===== src/rtl/fetch_unit.sv =====
// Instruction fetch stage: PC register, IF/ID pipeline register and IDLE/RUN/HALTED control.
// Program memory is read combinationally from pm_addr in the same cycle.
module fetch_unit #(
    parameter int                 PC_W      = 4,
    parameter int                 INSTR_W   = 9,
    parameter logic [INSTR_W-1:0] NOP_CODE  = 9'b000000000,
    parameter logic [INSTR_W-1:0] HALT_CODE = 9'b111111111
) (
    input  logic               clk,
    input  logic               rst_n,
    input  logic               start,
    input  logic               stall,
    input  logic               redirect,
    input  logic [PC_W-1:0]    redirect_pc,
    output logic [PC_W-1:0]    pm_addr,
    input  logic [INSTR_W-1:0] pm_instr,
    output logic [INSTR_W-1:0] if_instr,
    output logic [PC_W-1:0]    if_pc,
    output logic               if_valid,
    output logic               running,
    output logic               halted,
    output logic [7:0]         fetch_cnt
);

    typedef enum logic [1:0] {
        ST_IDLE   = 2'd0,
        ST_RUN    = 2'd1,
        ST_HALTED = 2'd2
    } state_t;

    state_t             state, state_nx;
    logic [PC_W-1:0]    pc_p0, pc_nx;
    logic [INSTR_W-1:0] instr_p1, instr_nx;
    logic [PC_W-1:0]    ipc_p1, ipc_nx;
    logic               vld_p1, vld_nx;
    logic [7:0]         cnt, cnt_nx;
    logic               running_r, halted_r;

    function automatic logic [7:0] sat_inc(input logic [7:0] v);
        return (v == 8'hFF) ? v : v + 8'd1;
    endfunction

    // Next-state and next-register decode; priority in RUN is redirect, stall, halt, fetch
    always_comb begin
        state_nx = state;
        pc_nx    = pc_p0;
        instr_nx = instr_p1;
        ipc_nx   = ipc_p1;
        vld_nx   = vld_p1;
        cnt_nx   = cnt;
        case (state)
            ST_IDLE: begin
                pc_nx    = '0;
                instr_nx = NOP_CODE;
                ipc_nx   = '0;
                vld_nx   = 1'b0;
                if (start) begin
                    state_nx = ST_RUN;
                end
            end
            ST_RUN: begin
                if (redirect) begin
                    pc_nx    = redirect_pc;
                    instr_nx = NOP_CODE;
                    ipc_nx   = '0;
                    vld_nx   = 1'b0;
                end else if (stall) begin
                    pc_nx = pc_p0;
                end else if (pm_instr == HALT_CODE) begin
                    instr_nx = HALT_CODE;
                    ipc_nx   = pc_p0;
                    vld_nx   = 1'b1;
                    cnt_nx   = sat_inc(cnt);
                    state_nx = ST_HALTED;
                end else begin
                    instr_nx = pm_instr;
                    ipc_nx   = pc_p0;
                    vld_nx   = 1'b1;
                    pc_nx    = pc_p0 + PC_W'(1);
                    cnt_nx   = sat_inc(cnt);
                end
            end
            ST_HALTED: begin
                instr_nx = NOP_CODE;
                ipc_nx   = '0;
                vld_nx   = 1'b0;
                if (start) begin
                    pc_nx    = '0;
                    cnt_nx   = '0;
                    state_nx = ST_RUN;
                end
            end
            default: begin
                state_nx = ST_IDLE;
                pc_nx    = '0;
                instr_nx = NOP_CODE;
                ipc_nx   = '0;
                vld_nx   = 1'b0;
            end
        endcase
    end

    // p0 -> p1: PC and IF/ID register; running/halted lag the state register by one edge
    always_ff @(posedge clk or negedge rst_n) begin
        if (!rst_n) begin
            state     <= ST_IDLE;
            pc_p0     <= '0;
            instr_p1  <= NOP_CODE;
            ipc_p1    <= '0;
            vld_p1    <= 1'b0;
            cnt       <= '0;
            running_r <= 1'b0;
            halted_r  <= 1'b0;
        end else begin
            state     <= state_nx;
            pc_p0     <= pc_nx;
            instr_p1  <= instr_nx;
            ipc_p1    <= ipc_nx;
            vld_p1    <= vld_nx;
            cnt       <= cnt_nx;
            running_r <= (state == ST_RUN);
            halted_r  <= (state == ST_HALTED);
        end
    end

    assign pm_addr   = pc_p0;
    assign if_instr  = instr_p1;
    assign if_pc     = ipc_p1;
    assign if_valid  = vld_p1;
    assign running   = running_r;
    assign halted    = halted_r;
    assign fetch_cnt = cnt;

endmodule


===== config.mk =====
export PLATFORM = sky130hd
export DESIGN_NAME = fetch_unit
export DESIGN_NICKNAME = d
export VERILOG_FILES = /design/src/rtl/fetch_unit.sv
export SDC_FILE = /design/constraint.sdc
export NUM_CORES = 1
export LEC_CHECK = 0
export CAP_MARGIN = 20
export CORE_ASPECT_RATIO = 1.4
export CORE_UTILIZATION = 48
export CTS_BUF_LIST = sky130_fd_sc_hd__clkbuf_8
export CTS_CLUSTER_SIZE = 14
export DETAILED_ROUTE_END_ITERATION = 7
export HOLD_SLACK_MARGIN = 0.1
export PLACE_DENSITY = 0.82
export RECOVER_POWER = 50
export SLEW_MARGIN = 20
export SYNTH_ARGS = -nofsm -noshare
export SYNTH_HDL_FRONTEND = slang
export SYNTH_SLANG_ARGS = --single-unit
export TNS_END_PERCENT = 100

===== constraint.sdc =====
create_clock -name clk -period 2.19 [get_ports clk]
set_input_delay 0.438 -clock clk [delete_from_list [all_inputs] [get_ports clk]]
set_output_delay 0.438 -clock clk [all_outputs]
set_load 0.01 [all_outputs]

# == After elaboration in Yosys (flattened, before gate mapping) ==
# Cells that the tools add are included.
# word_totals
regBits,30
latchBits,0
mem_bits_rw,0
rom_bits,0
in_bits,18
out_inout_bits,28
wordCells,53
n_memories,0
# classes
addsub,2
multipliers,0
n_div,0
n_lt_le_gt_ge,0
eq_ne,12
n_shift,0
mux,25
bitwise_logic,0
n_reduce_logical,6
# op_table
op,n
2-to-1 mux 9 bit,4
2-to-1 mux 8 bit,4
2-to-1 mux 4 bit,7
case mux 8 bit (2 select lines),1
inequality test 2 bit (second input constant),5
== test 9 bit (second input constant),1
adder 8 x 1 -> 8 bit (second input constant),1
== test 8 bit (second input constant),1
2-to-1 mux 2 bit,4
case mux 4 bit (2 select lines),1
inequality test 3 bit (second input constant),2
AND reduction 5 bit,1
adder 4 x 1 -> 4 bit (second input constant),1
case mux 2 bit (2 select lines),1
AND reduction 4 bit,1
2-to-1 mux 1 bit,3
AND reduction 3 bit,1
== test 2 x 1 -> 1 bit (second input constant),1
== test 2 bit (second input constant),1
logical NOT 2 bit,1
inequality test 2 x 1 -> 1 bit (second input constant),1
nonzero test 2 bit,1
OR reduction 2 bit,1

# == Depth between registers and ports, before layout ==
# Gate-level depths: netlist of run 1.
# logic_depth
ltp_word,5
depth_mapped,6
mapped_depth_nobuf,5

# == Worst setup path after synthesis of run 1 ==
# No wires, ideal clock.
# synth_path
path_kind,input-to-reg
start,in redirect
end,reg cnt[3] (netlist: fetch_cnt[3])
setup_ns,0.124
arrival_ns,1.786
required_ns,2.066
path_slack_ns,0.280
cell_stages,6
path_buffers,2
cell_sequence,buf_6 -> or3b_4 -> a211o_1 -> buf_2 -> o211a_1 -> a211o_1
# synth_between
elab_chain_cells,2
# synth_rtl
element,line,source
from (decl),13,"input logic redirect,"
inequality test 2 bit (no line),n/a,
AND reduction 5 bit (no line),n/a,
to (signal assigned),120,cnt <= cnt_nx;
to (decl),36,"logic [7:0] cnt, cnt_nx;"
# No other way between the ends.
# A chain may end at the register's enable or synchronous reset.

# == Worst setup path after layout of run 1 ==
# layout_path
start,in redirect
end,reg cnt[5] (netlist: fetch_cnt[5])
# Same word-level chain as after synthesis.

==> results of run 1 <==
[path summary, 6_finish.rpt]
| kind | slack [ns] | endpoint | cells after the start | start |
|---|---|---|---|---|
| worst max-delay path | 0.20 | fetch_cnt[5] | 5 | redirect |
| worst min-delay path | 0.53 | if_instr[5] | 2 | if_instr[5] |
| worst max register to register | 0.22 | fetch_cnt[5] | 5 | fetch_cnt[0] |
| worst min register to register | 0.53 | if_instr[5] | 2 | if_instr[5] |
| max in group asynchronous | 0.97 | if_instr[0] | 2 | rst_n |
| min in group asynchronous | 0.75 | fetch_cnt[2] | 2 | rst_n |
[metal layers]
layer	global-route usage	share of wire	vias up
met3	0.0533	0.041	11
met2	0.428	0.53	37
met4	0.139	0.024	0
met5	0	0	-
met1	0.283	0.40	652
li1	-	-	636
[critical path, stage by stage]
cell and delay [ns]:
clkdlybuf4s50_1 0.43, or3b_4 0.38, a211o_1 0.28, o311a_1 0.36, a211o_1 0.27
[kinds of logic (layout without fill, tap and decap cells)]
kind of cell	Yosys count	count (layout)	synth area share
AOI/OAI and AO/OA	28	28	0.142
muxes	15	15	0.0992
adders and majority gates	2	2	0.0165
DFF	30	30	0.496
and+or+nand+nor	56	56	0.207
buffers and inverters	11	69	0.0388
[cell type report]
cell class,instances,area (µm²)
Clock buffer,6,82.6
Clock inverter,2,8.76
Fill cell,224,793
Inverter,5,18.8
Multi-Input combinational cell,101,704
Sequential cell,30,751
Tap cell,37,46.3
Timing Repair Buffer,56,531
[synthesized netlist by cell type (2+ instances only)]
cell      instances  area (µm²)
ha_1              2        25.0
nor3b_1           5        37.5
a211o_1           6        52.6
a21oi_1           4        20.0
nor3_1            4        20.0
nand2_1           8        30.0
o31ai_1           2        15.0
mux2i_1          15         150
clkbuf_1          2        7.51
nand3_1           6        30.0
or4_1             2        15.0
o41ai_1           3        26.3
nor2_1           17        63.8
nand2b_1          3        18.8
buf_6             2        22.5
dfrtp_1          30         751
or3_1             2        12.5
o21ai_0           4        20.0
and3_1            2        12.5
buf_2             2        10.0
inv_1             5        18.8
[layout by cell type, fill, tap and decap left out, types with 2 or more instances in the layout]
master,netlist,routed
a211o_1,6,6
a21oi_1,4,4
and3_1,2,2
buf_4,0,10
clkbuf_8,0,6
clkdlybuf4s50_1,0,44
dfrtp_1,30,30
ha_1,2,2
inv_1,5,6
mux2i_1,15,15
nand2_1,8,8
nand2b_1,3,3
nand3_1,6,6
nor2_1,17,17
nor3_1,4,4
nor3b_1,5,5
o21ai_0,4,4
o31ai_1,2,2
o41ai_1,3,3
or3_1,2,2
or4_1,2,2
[registers in the layout, indices dropped and copies added (netlist names)]
register	flops
running	1
fetch_cnt	8
if_pc	4
pm_addr	4
if_instr	9
halted	1
if_valid	1
state	2
[stage by stage]
step / power (W) / cells
5_1_grt: 0.00241 / 237
4_1_cts: 0.00229 / 237
3_3_place_gp: 0.00178 / 229
3_5_place_dp: 0.00183 / 229
2_1_floorplan: 0.00135 / 142
6_report: 0.00228 / 237
[where the power goes]
part	internal (W)	switching, W
Sequential	0.000711	0.000176
Clock	0.000248	0.000201
Combinational	0.000508	0.000432
==> metrics.txt, run 1 <==
DR pass1 iterations 4; status completed; Synth-to-Final Area Change 41.5%; dpl cell area 0.00205 mm²; clock latency on the worst-skew pair 0.28 ns; Final Hold Fails 0; Synth Flop Type dfrtp_1; Synthesized Nets 162; post-route cell area 0.00214 mm²; htree depth 2; CP Class input port to flip-flop; via count 1336; drt total wl 3760 µm; first-pass GRT wire length 6090 µm; clk root buf clkbuf_8; number of remaining DRC errors 0; Die Height 68.5 µm; Resize count post-CTS 0; CTS buffer count 5; setup TNS 0 ns; PortBufs 45; total congestion overflow 0; Synth cell types 37; area of the core 0.00294 mm²; Tot GR Track Use 0.247; WL/cell 15.9 µm; diode count 0; post-synthesis instance total 142; starting density of the core 0.516; CTS tree built; initial antenna violation count 0; GP Congestion 0.857; Worst Setup Start Kind input port; max-cap viol count 0; pwr/cell area 1060 mW/mm²; leakage power 0.971 nW; fraction of layout cells with a size suffix above 1 0.115; final antenna-violating net count 0; Worst VDD drop 585 µV; Final Cycle Share 0.908; f_max 503 MHz; Final #Nets 219; number of global-route vias before repair 1337; Final setup viols 0; DP HPWL 2790 µm; unrepaired setup endpoints after global routing false; CP required 2.36 ns; final hold slack 0.529 ns; Slew headroom 0.508; DR iter-0 viols 39; Post-synth EDFFs 0; ys async rst share 1.00; #FFs+latches synth 30; crit path time final 1.99 ns; final slew viol count 0; Post-CTS Hold Buffers 0; clk buf depth 2; Die ar. 0.00339 mm²; Die Wd 49.5 µm; Clk pin slew, worst setup/hold paths 0.06 ns; via/cell ratio 5.64; Syn Area/Cell 10.7 µm²; area of the mapped netlist 0.00151 mm²; Crit. End Element flip-flop; dpl ws -0.0935 ns; Seq/Total Area, Yosys 0.496; clock skew 0.00143 ns; I/O pin total 46; post-route setup slack 0.202 ns; Hold WC Path Type flip-flop to flip-flop; Syn. warnings 0; largest net degree at the start of global routing 31; Util after Layout 0.730; actual slew at the worst max-slew pin 0.738 ns; clk sinks 30; CP Data Arrival Time 2.15 ns; post-CTS setup buffer count 0; FP Rows 23; CP max FO 3
Note: power is estimated with default switching activity, not from simulation.
==> inputs of run 2 (changes only) <==
--- a/config.mk
+++ b/config.mk
@@ -9,6 +9,7 @@
 export CORE_ASPECT_RATIO = 1.4
 export CORE_UTILIZATION = 48
 export CTS_BUF_LIST = sky130_fd_sc_hd__clkbuf_8
+export CTS_CLUSTER_DIAMETER = 80
 export CTS_CLUSTER_SIZE = 14
 export DETAILED_ROUTE_END_ITERATION = 7
 export HOLD_SLACK_MARGIN = 0.1
==> results of run 2 <==
No change in the layout: final DEF, timing and power equal those of run 1.
==> inputs of run 3 (changes only) <==
--- a/config.mk
+++ b/config.mk
@@ -9,7 +9,6 @@
 export CORE_ASPECT_RATIO = 1.4
 export CORE_UTILIZATION = 48
 export CTS_BUF_LIST = sky130_fd_sc_hd__clkbuf_8
-export CTS_CLUSTER_DIAMETER = 80
 export CTS_CLUSTER_SIZE = 14
 export DETAILED_ROUTE_END_ITERATION = 7
 export HOLD_SLACK_MARGIN = 0.1
==> results of run 3 <==
No change in the layout: final DEF, timing and power equal those of run 1.
